==> src/rtl/seq_pkg.sv <==
// Shared constants for the serial pattern transmitter family.
// Holds the FSM state encoding and the default test pattern (1010)
// that the transmitter substitutes for an all-zero pattern.
package seq_pkg;

  localparam logic [1:0] IDLE  = 2'b00;
  localparam logic [1:0] SHIFT = 2'b01;
  localparam logic [1:0] GAP   = 2'b10;
  localparam logic [1:0] DONE  = 2'b11;

  localparam logic [3:0] SEQ_PAT_1010 = 4'b1010;

endpackage

==> src/rtl/seq_piso_shift.sv <==
// Parallel-in, serial-out shifter, MSB first.
// Ports:
//   clk, rst     - clock and asynchronous active-high reset
//   load_i       - load data_i into the shifter (wins over shift_i)
//   shift_i      - advance to the next lower bit
//   data_i       - parallel pattern to load
//   msb_next_o   - the bit that will be at the head after this edge
//   last_o       - the bit currently at the head is the final one
module seq_piso_shift #(
  parameter int PAT_W = 4
) (
  input  logic             clk,
  input  logic             rst,
  input  logic             load_i,
  input  logic             shift_i,
  input  logic [PAT_W-1:0] data_i,
  output logic             msb_next_o,
  output logic             last_o
);

  localparam int IDX_W = $clog2(PAT_W);

  logic [PAT_W-1:0] sreg_q;
  logic [IDX_W-1:0] idx_q;

  always_ff @(posedge clk or posedge rst) begin
    if (rst) begin
      sreg_q <= '0;
      idx_q  <= '0;
    end else if (load_i) begin
      sreg_q <= data_i;
      idx_q  <= IDX_W'(PAT_W - 1);
    end else if (shift_i) begin
      sreg_q <= {sreg_q[PAT_W-2:0], 1'b0};
      idx_q  <= idx_q - IDX_W'(1);
    end
  end

  // Look-ahead head bit lets the top register data_out in the same
  // cycle the shifter itself updates.
  always_comb begin
    msb_next_o = sreg_q[PAT_W-1];
    if (load_i) begin
      msb_next_o = data_i[PAT_W-1];
    end else if (shift_i) begin
      msb_next_o = sreg_q[PAT_W-2];
    end
  end

  assign last_o = (idx_q == '0);

endmodule

==> src/rtl/seq_pattern_tx.sv <==
// Serial pattern transmitter. Accepts a pattern and repeat count over a
// valid/ready handshake, then sends the pattern MSB first, one bit per
// clock, for the requested repetitions with an idle gap in between.
// Ports:
//   clk, rst    - clock and asynchronous active-high reset
//   pat_valid   - pattern/count offered
//   pat_data    - pattern, transmitted MSB first
//   rep_count   - repetitions requested (0 means 1)
//   pat_ready   - block is idle and can accept
//   abort       - synchronous abort of the current transfer
//   data_out    - serial bit (IDLE_LEVEL when not sending)
//   data_valid  - data_out carries a pattern bit
//   busy        - transfer in progress
//   frame_done  - one-cycle pulse after the final bit
module seq_pattern_tx
  import seq_pkg::*;
#(
  parameter int               PAT_W       = 4,
  parameter logic [PAT_W-1:0] DEFAULT_PAT = PAT_W'(SEQ_PAT_1010),
  parameter int               USE_DEFAULT = 1,
  parameter int               CNT_W       = 8,
  parameter int               GAP_BITS    = 2,
  parameter logic             IDLE_LEVEL  = 1'b0
) (
  input  logic             clk,
  input  logic             rst,
  input  logic             pat_valid,
  input  logic [PAT_W-1:0] pat_data,
  input  logic [CNT_W-1:0] rep_count,
  output logic             pat_ready,
  input  logic             abort,
  output logic             data_out,
  output logic             data_valid,
  output logic             busy,
  output logic             frame_done
);

  localparam int GAP_CW = (GAP_BITS > 2) ? $clog2(GAP_BITS) : 1;
  localparam logic [GAP_CW-1:0] GAP_LAST = GAP_CW'((GAP_BITS > 0) ? GAP_BITS - 1 : 0);

  logic [1:0]        state_q, state_d;
  logic [PAT_W-1:0]  pat_q, pat_d, pat_eff, load_pat;
  logic [CNT_W-1:0]  reps_q, reps_d;
  logic [GAP_CW-1:0] gap_q, gap_d;
  logic              load, shift, msb_next, last_bit, accept;
  logic              data_out_q, data_valid_q, busy_q, frame_done_q;

  assign pat_ready = (state_q == IDLE);
  assign accept    = pat_valid && pat_ready;

  assign pat_eff  = ((USE_DEFAULT != 0) && (pat_data == '0)) ? DEFAULT_PAT : pat_data;
  // Fresh accepts load straight from the input; reloads after a gap use the capture.
  assign load_pat = (state_q == IDLE) ? pat_eff : pat_q;

  seq_piso_shift #(.PAT_W(PAT_W)) u_shift (
    .clk        (clk),
    .rst        (rst),
    .load_i     (load),
    .shift_i    (shift),
    .data_i     (load_pat),
    .msb_next_o (msb_next),
    .last_o     (last_bit)
  );

  always_comb begin
    state_d = state_q;
    pat_d   = pat_q;
    reps_d  = reps_q;
    gap_d   = gap_q;
    load    = 1'b0;
    shift   = 1'b0;
    case (state_q)
      IDLE: begin
        if (accept) begin
          pat_d   = pat_eff;
          reps_d  = (rep_count == '0) ? CNT_W'(1) : rep_count;
          state_d = SHIFT;
          load    = 1'b1;
        end
      end
      SHIFT: begin
        if (last_bit) begin
          if (reps_q > CNT_W'(1)) begin
            reps_d = reps_q - CNT_W'(1);
            if (GAP_BITS == 0) begin
              state_d = SHIFT;
              load    = 1'b1;
            end else begin
              state_d = GAP;
              gap_d   = GAP_LAST;
            end
          end else begin
            state_d = DONE;
          end
        end else begin
          shift = 1'b1;
        end
      end
      GAP: begin
        if (gap_q == '0) begin
          state_d = SHIFT;
          load    = 1'b1;
        end else begin
          gap_d = gap_q - GAP_CW'(1);
        end
      end
      default: begin
        state_d = IDLE;
      end
    endcase
    // Abort overrides everything outside IDLE; in IDLE an accept still goes ahead.
    if (abort && (state_q != IDLE)) begin
      state_d = IDLE;
      load    = 1'b0;
      shift   = 1'b0;
    end
  end

  always_ff @(posedge clk or posedge rst) begin
    if (rst) begin
      state_q <= IDLE;
      pat_q   <= '0;
      reps_q  <= '0;
      gap_q   <= '0;
    end else begin
      state_q <= state_d;
      pat_q   <= pat_d;
      reps_q  <= reps_d;
      gap_q   <= gap_d;
    end
  end

  // Outputs are registered from the next state so they line up with state_q.
  always_ff @(posedge clk or posedge rst) begin
    if (rst) begin
      data_out_q   <= IDLE_LEVEL;
      data_valid_q <= 1'b0;
      busy_q       <= 1'b0;
      frame_done_q <= 1'b0;
    end else begin
      data_out_q   <= (state_d == SHIFT) ? msb_next : IDLE_LEVEL;
      data_valid_q <= (state_d == SHIFT);
      busy_q       <= (state_d != IDLE);
      frame_done_q <= (state_d == DONE);
    end
  end

  assign data_out   = data_out_q;
  assign data_valid = data_valid_q;
  assign busy       = busy_q;
  assign frame_done = frame_done_q;

endmodule

==> config.mk <==
export PLATFORM = sky130hd
export DESIGN_NAME = seq_pattern_tx
export DESIGN_NICKNAME = d
export VERILOG_FILES = /design/src/rtl/seq_pkg.sv /design/src/rtl/seq_piso_shift.sv /design/src/rtl/seq_pattern_tx.sv
export SDC_FILE = /design/constraint.sdc
export NUM_CORES = 1
export LEC_CHECK = 0
export CAP_MARGIN = 30
export CORE_MARGIN = 2
export CORE_UTILIZATION = 55
export DETAILED_ROUTE_END_ITERATION = 6
export PLACE_DENSITY = 0.89
export SLEW_MARGIN = 20
export SYNTH_ARGS = -nofsm -noshare
export SYNTH_HDL_FRONTEND = slang
export SYNTH_SLANG_ARGS = --single-unit
==> constraint.sdc <==
create_clock -name clk -period 3.5 [get_ports clk]
set_clock_uncertainty 0.1 [all_clocks]
set_input_delay 0.525 -clock clk [delete_from_list [all_inputs] [get_ports clk]]
set_output_delay 0.525 -clock clk [all_outputs]
set_load 0.005 [all_outputs]
# == Word-level counts from Yosys, hierarchy flattened ==
# Cells that the tools add are included.
# word_totals
register_bits,25
inputBits,16
out_inout_bits,5
elab_cells,66
# classes
add_sub_neg,3
magnitude_cmp,1
eq_ne,7
mux,31
n_reduce_logical,14
# ops
cell,count
8-bit 2-to-1 mux,4
4-bit 2-to-1 mux,4
8-bit one-hot mux with 2 select lines,1
1-bit 2-to-1 mux,13
2-bit 2-to-1 mux,6
2-bit nonzero test,5
8-bit by 1-bit greater-than comparator with 1-bit output (second input constant),1
8-bit zero test,1
8-bit by 1-bit subtractor with 8-bit output (second input constant),1
2-bit one-hot mux with 3 select lines,1
2-bit by 1-bit equality test with 1-bit output (second input constant),2
2-bit equality test (second input constant),2
2-bit zero test,2
4-bit zero test,1
2-bit != test (second input constant),2
1-bit one-hot mux with 2 select lines,2
4-bit AND reduction,1
3-bit AND reduction,1
1-bit logical AND,2
2-bit by 1-bit != test with 1-bit output (second input constant),1
2-bit AND reduction,1
2-bit by 1-bit subtractor with 2-bit output (second input constant),1
1-bit subtractor (second input constant),1

# == Logic depth before layout (Yosys ltp) ==
# depth
ltp_word,7
mapped_depth,7
mapped_depth_nobuf,6

# == Modules after synthesis ==
# A second synthesis with hierarchy kept.
# hier_totals
cells_unflattened,148
hier_area_um2,1347.5
# by_module_without_submodules
mod,n_inst,cells_per_inst,area_per_inst_um2,seq_area_each_um2
seq_pattern_tx,1,118,1049.8,475.5
seq_piso_shift,1,30,297.8,150.1

# == Worst setup path before layout ==
# OpenSTA, ideal clock, no wires.
# synth_path
kind,reg-to-reg
from,register state_q[1]
to,register u_shift.sreg_q[1]
setup_ns,0.125
t_arrival_ns,1.600
required_ns,3.275
path_slack_ns,1.675
path_stages_with_launch,7
n_path_buf,2
period_less_slack_ns,1.825
cell_sequence,dfrtp_1 nand2b_4 buf_6 or3_1 buf_6 mux2_4 mux2_2
# synth_via
elab_chain_cells,6
elab_cells_between_ends,14
classes_between,eq/ne (2); mux (7); reduce/logical (5)
# synth_lines
item,line_no,rtl
start: declaration,seq_pattern_tx.sv:41,"logic [1:0] state_q, state_d;"
start signal: assignment,seq_pattern_tx.sv:126,state_q <= state_d;
2-bit zero test,"seq_pattern_tx.sv:48, seq_pattern_tx.sv:53, seq_pattern_tx.sv:72",
1-bit logical AND,seq_pattern_tx.sv:49,assign accept = pat_valid && pat_ready;
1-bit 2-to-1 mux,seq_pattern_tx.sv:74,if (accept) begin
1-bit one-hot mux with 2 select lines,seq_pattern_tx.sv:72,case (state_q)
1-bit 2-to-1 mux,seq_pattern_tx.sv:112,if (abort && (state_q != IDLE)) begin
4-bit 2-to-1 mux or 2-bit nonzero test (tied branches),--,
end signal: assignment,seq_piso_shift.sv:31,sreg_q <= data_i;
end signal: assignment,seq_piso_shift.sv:34,"sreg_q <= {sreg_q[PAT_W-2:0], 1'b0};"
end: declaration,seq_piso_shift.sv:23,logic [PAT_W-1:0] sreg_q;
# Parallel ways exist; a longest one is shown, timed or not.
# A chain may end at the register's enable or synchronous reset.

# == Final worst setup path ==
# layout_path
from,register state_q[0]
to,output port pat_ready
# layout_via
elab_chain_cells,1
# layout_lines
item,line_no,rtl
2-bit zero test,seq_pattern_tx.sv:48,assign pat_ready = (state_q == IDLE);
end: declaration,seq_pattern_tx.sv:30,"output logic pat_ready,"
# No other way between the ends.

==> metrics.txt <==
vias in the first global route=1,044; Most used DFF post-synth=sky130_fd_sc_hd__dfrtp_1; count of filler cells inserted in the layout=187; register-to-register setup slack=1.32 ns; Post-synth EDFFs=0; routed wire length=2900 um; drt wl/cell=15.3 um; top cells by area, synth=sky130_fd_sc_hd__dfrtp_1, sky130_fd_sc_hd__a21oi_1, sky130_fd_sc_hd__nor2_1, sky130_fd_sc_hd__o21ai_0, sky130_fd_sc_hd__mux2i_1; routability congestion estimate from global placement=0.825; number of gates resized after cts=0; flip-flop and latch count after synthesis=24; count of unresolved DRC violations after routing=0; initial detailed-routing violation count=55; placement-stage cell area=1540 sq um; count of H-tree levels built during CTS=1; cell type with the largest total area after synthesis=sky130_fd_sc_hd__dfrtp_1; Mapped Nets=162; number of hold-repair buffers added at the cts stage=0; Rows=18; post-synthesis average cell area=9.50 sq um; kind of launch point of the worst setup path=flip-flop; run status=finished, final reports clean; worst-path cell with the longest stage delay=sky130_fd_sc_hd__clkdlybuf4s50_1; Max stage delay on crit path=0.58 ns; smallest hold slack=0.303 ns; total power of the final layout=1310 uW; crit path DAT=1.82 ns; starting density of the core=0.564; area growth from synthesis to layout=18.1%; Sequential Power Share=0.393; chain of cells forming the critical path=nor2_2, clkdlybuf4s50_1; number of CTS-inserted buffers=3; number of max-cap violations=0; remaining max-slew budget at the tightest pin=0.667; area of the core region=2410 sq um; Cells after Synth=143; maximum buffer depth of the clock tree=2; type of element capturing the critical path=output port; Lkg Pwr=0.000695 uW; maximum fanout count along the critical path=10; global-route wire length before repair=4610 um; total negative setup slack=0 ns; number of antenna violations at the first check in global routing=0; Mapped Area=1360 sq um; maximum clock frequency=409 MHz; buffers plus inverters on the worst setup path=1; number of antenna-violating nets in the routed design=0; fraction of the core area covered by cells at the end of the flow=0.666; Sink Count=24; HPWL after DPL=2070 um; async set-reset flop share out of synthesis=1.00; Worst VDD drop=0.539 mV; power per standard cell area=816 nW/um^2; most common cell in the synthesized netlist=sky130_fd_sc_hd__dfrtp_1; pin count of the biggest net entering global routing=25; required time of the critical path=2.87 ns; finished layout cell area=1610 sq um; setup violation total in the final timing report=0; transition time at the pin with the least slew margin=0.498 ns; net count reported at finish=179; share of total power in the clock network=0.151; latest clock arrival within the worst-skew pair=0.32 ns; cell family with most CP delay=buffers and inverters; final hold violation count=0; global-route congestion overflow total=0; vias post-DR=1,140; most common library cells after synthesis=sky130_fd_sc_hd__dfrtp_1, sky130_fd_sc_hd__nor2_1, sky130_fd_sc_hd__a21oi_1; switching power as a share of total power=0.387; path class of the lowest-slack min-delay path=input port to async pin; setup fix buffers added after clock tree synthesis=0; Switch Pwr=508 uW; Combinational Power Share=0.456; Slew Limit Fails=0; share of cells above drive strength 1=0.0943; buffer type at the clock tree root=sky130_fd_sc_hd__clkbuf_4; top-area cell type share of the netlist area=0.442; I/O pin total=21; Total Routing Usage GR=0.223; die extent in x=53.7 um; Die Span Y=53.7 um; number of optimization iterations in the first detailed-route pass=6; clock transition at the registers of the reported paths=0.13 ns; Critical Setup Path Class=flip-flop to output port; area of the die=2880 sq um; TritonCTS clock tree=yes; RSZ-0062 raised after global routing=no; via count normalized by instance count=6.03; minimum period implied by the final worst setup slack=2.44 ns; period utilisation layout=0.698; Synth Warn #=0; number of buffers added on ports=20; count of distinct cell types in the synthesized netlist=44; internal power=803 uW; antenna diode count=0; post-synthesis sequential area ratio=0.442
-- through the flow --
stage / setup WS [ns] / instances
6_report: 1.06 / 189
3_5_place_dp: 1.15 / 184
5_1_grt: 0.971 / 189
2_1_floorplan: 1.68 / 143
4_1_cts: 1.06 / 188
3_3_place_gp: 1.19 / 184
-- worst reg2reg max path, delay by kind of cell, from the launching register on --
family	cells	cell delay (ns)
simple gates	3	1.19
flops	1	0.60
mux	1	0.23
-- sequential cells by signal, indices dropped and copies added, names as in the netlist --
register / count
data_valid: 1
u_shift.sreg_q: 3
data_out: 1
reps_q: 8
state_q: 2
busy: 1
gap_q: 1
pat_q: 4
u_shift.idx_q: 2
frame_done: 1
-- layout make-up --
class                      instances  area (sq um)  share of cell area
clock buffer                       3          22.5              0.0140
clock inverter                     1          30.0              0.0187
sequential                        24           601               0.374
inverter                           9          33.8              0.0210
tap                               30          37.5              0.0234
timing repair buffer              21           215               0.134
multi-input combinational        101           666               0.415
-- worst paths after layout --
path | depth (start not counted) | to | startpoint
min in group clk | 1 | reps_q[7] | reps_q[7]
setup / recovery | 2 | pat_ready | state_q[0]
setup reg to reg | 4 | reps_q[1] | state_q[0]
hold / removal | 2 | reps_q[3] | rst
hold reg to reg | 1 | reps_q[7] | reps_q[7]
max in group asynchronous | 3 | gap_q | rst
-- cells in the final DEF, fill, tap and decap left out, types with 4 or more instances in the layout --
| master | count |
|---|---|
| sky130_fd_sc_hd__a21oi_1 | 12 |
| sky130_fd_sc_hd__inv_1 | 9 |
| sky130_fd_sc_hd__mux2i_1 | 4 |
| sky130_fd_sc_hd__dfrtp_1 | 24 |
| sky130_fd_sc_hd__nand2_1 | 5 |
| sky130_fd_sc_hd__clkdlybuf4s50_1 | 20 |
| sky130_fd_sc_hd__nor2_1 | 16 |
| sky130_fd_sc_hd__o21ai_0 | 10 |
| sky130_fd_sc_hd__nor4_1 | 4 |
| sky130_fd_sc_hd__nor3_1 | 7 |
-- power groups by stage --
stage / Combinational, uW / Clock [uW] / Sequential, uW
3_5_place_dp: 580 / 0 / 518
3_3_place_gp: 554 / 0 / 509
4_1_cts: 591 / 204 / 512
5_1_grt: 665 / 213 / 530
2_1_floorplan: 486 / 0 / 476
6_report: 597 / 198 / 515
-- routing by layer --
metal | GRT usage | routed length, um | vias to the layer above
li1 | - | - | 539
met1 | 0.271 | 1210 | 540
met2 | 0.378 | 1460 | 50
met3 | 0.0417 | 146 | 11
met4 | 0.107 | 80 | 0
met5 | 0 | 0 | -
-- logic make-up (layout without fill, tap and decap cells) --
kind of cell,count (synthesis),count (layout),share of synthesized area
and+or+nand+nor,53,53,0.225
AOI/OAI and AO/OA,36,36,0.166
DFF,24,24,0.442
buffers and inverters,18,34,0.0681
muxes,8,8,0.0654
adders and majority gates,3,3,0.0276
xor gates and xnor gates,1,1,0.00645
Note: power is estimated with default switching activity, not from simulation.
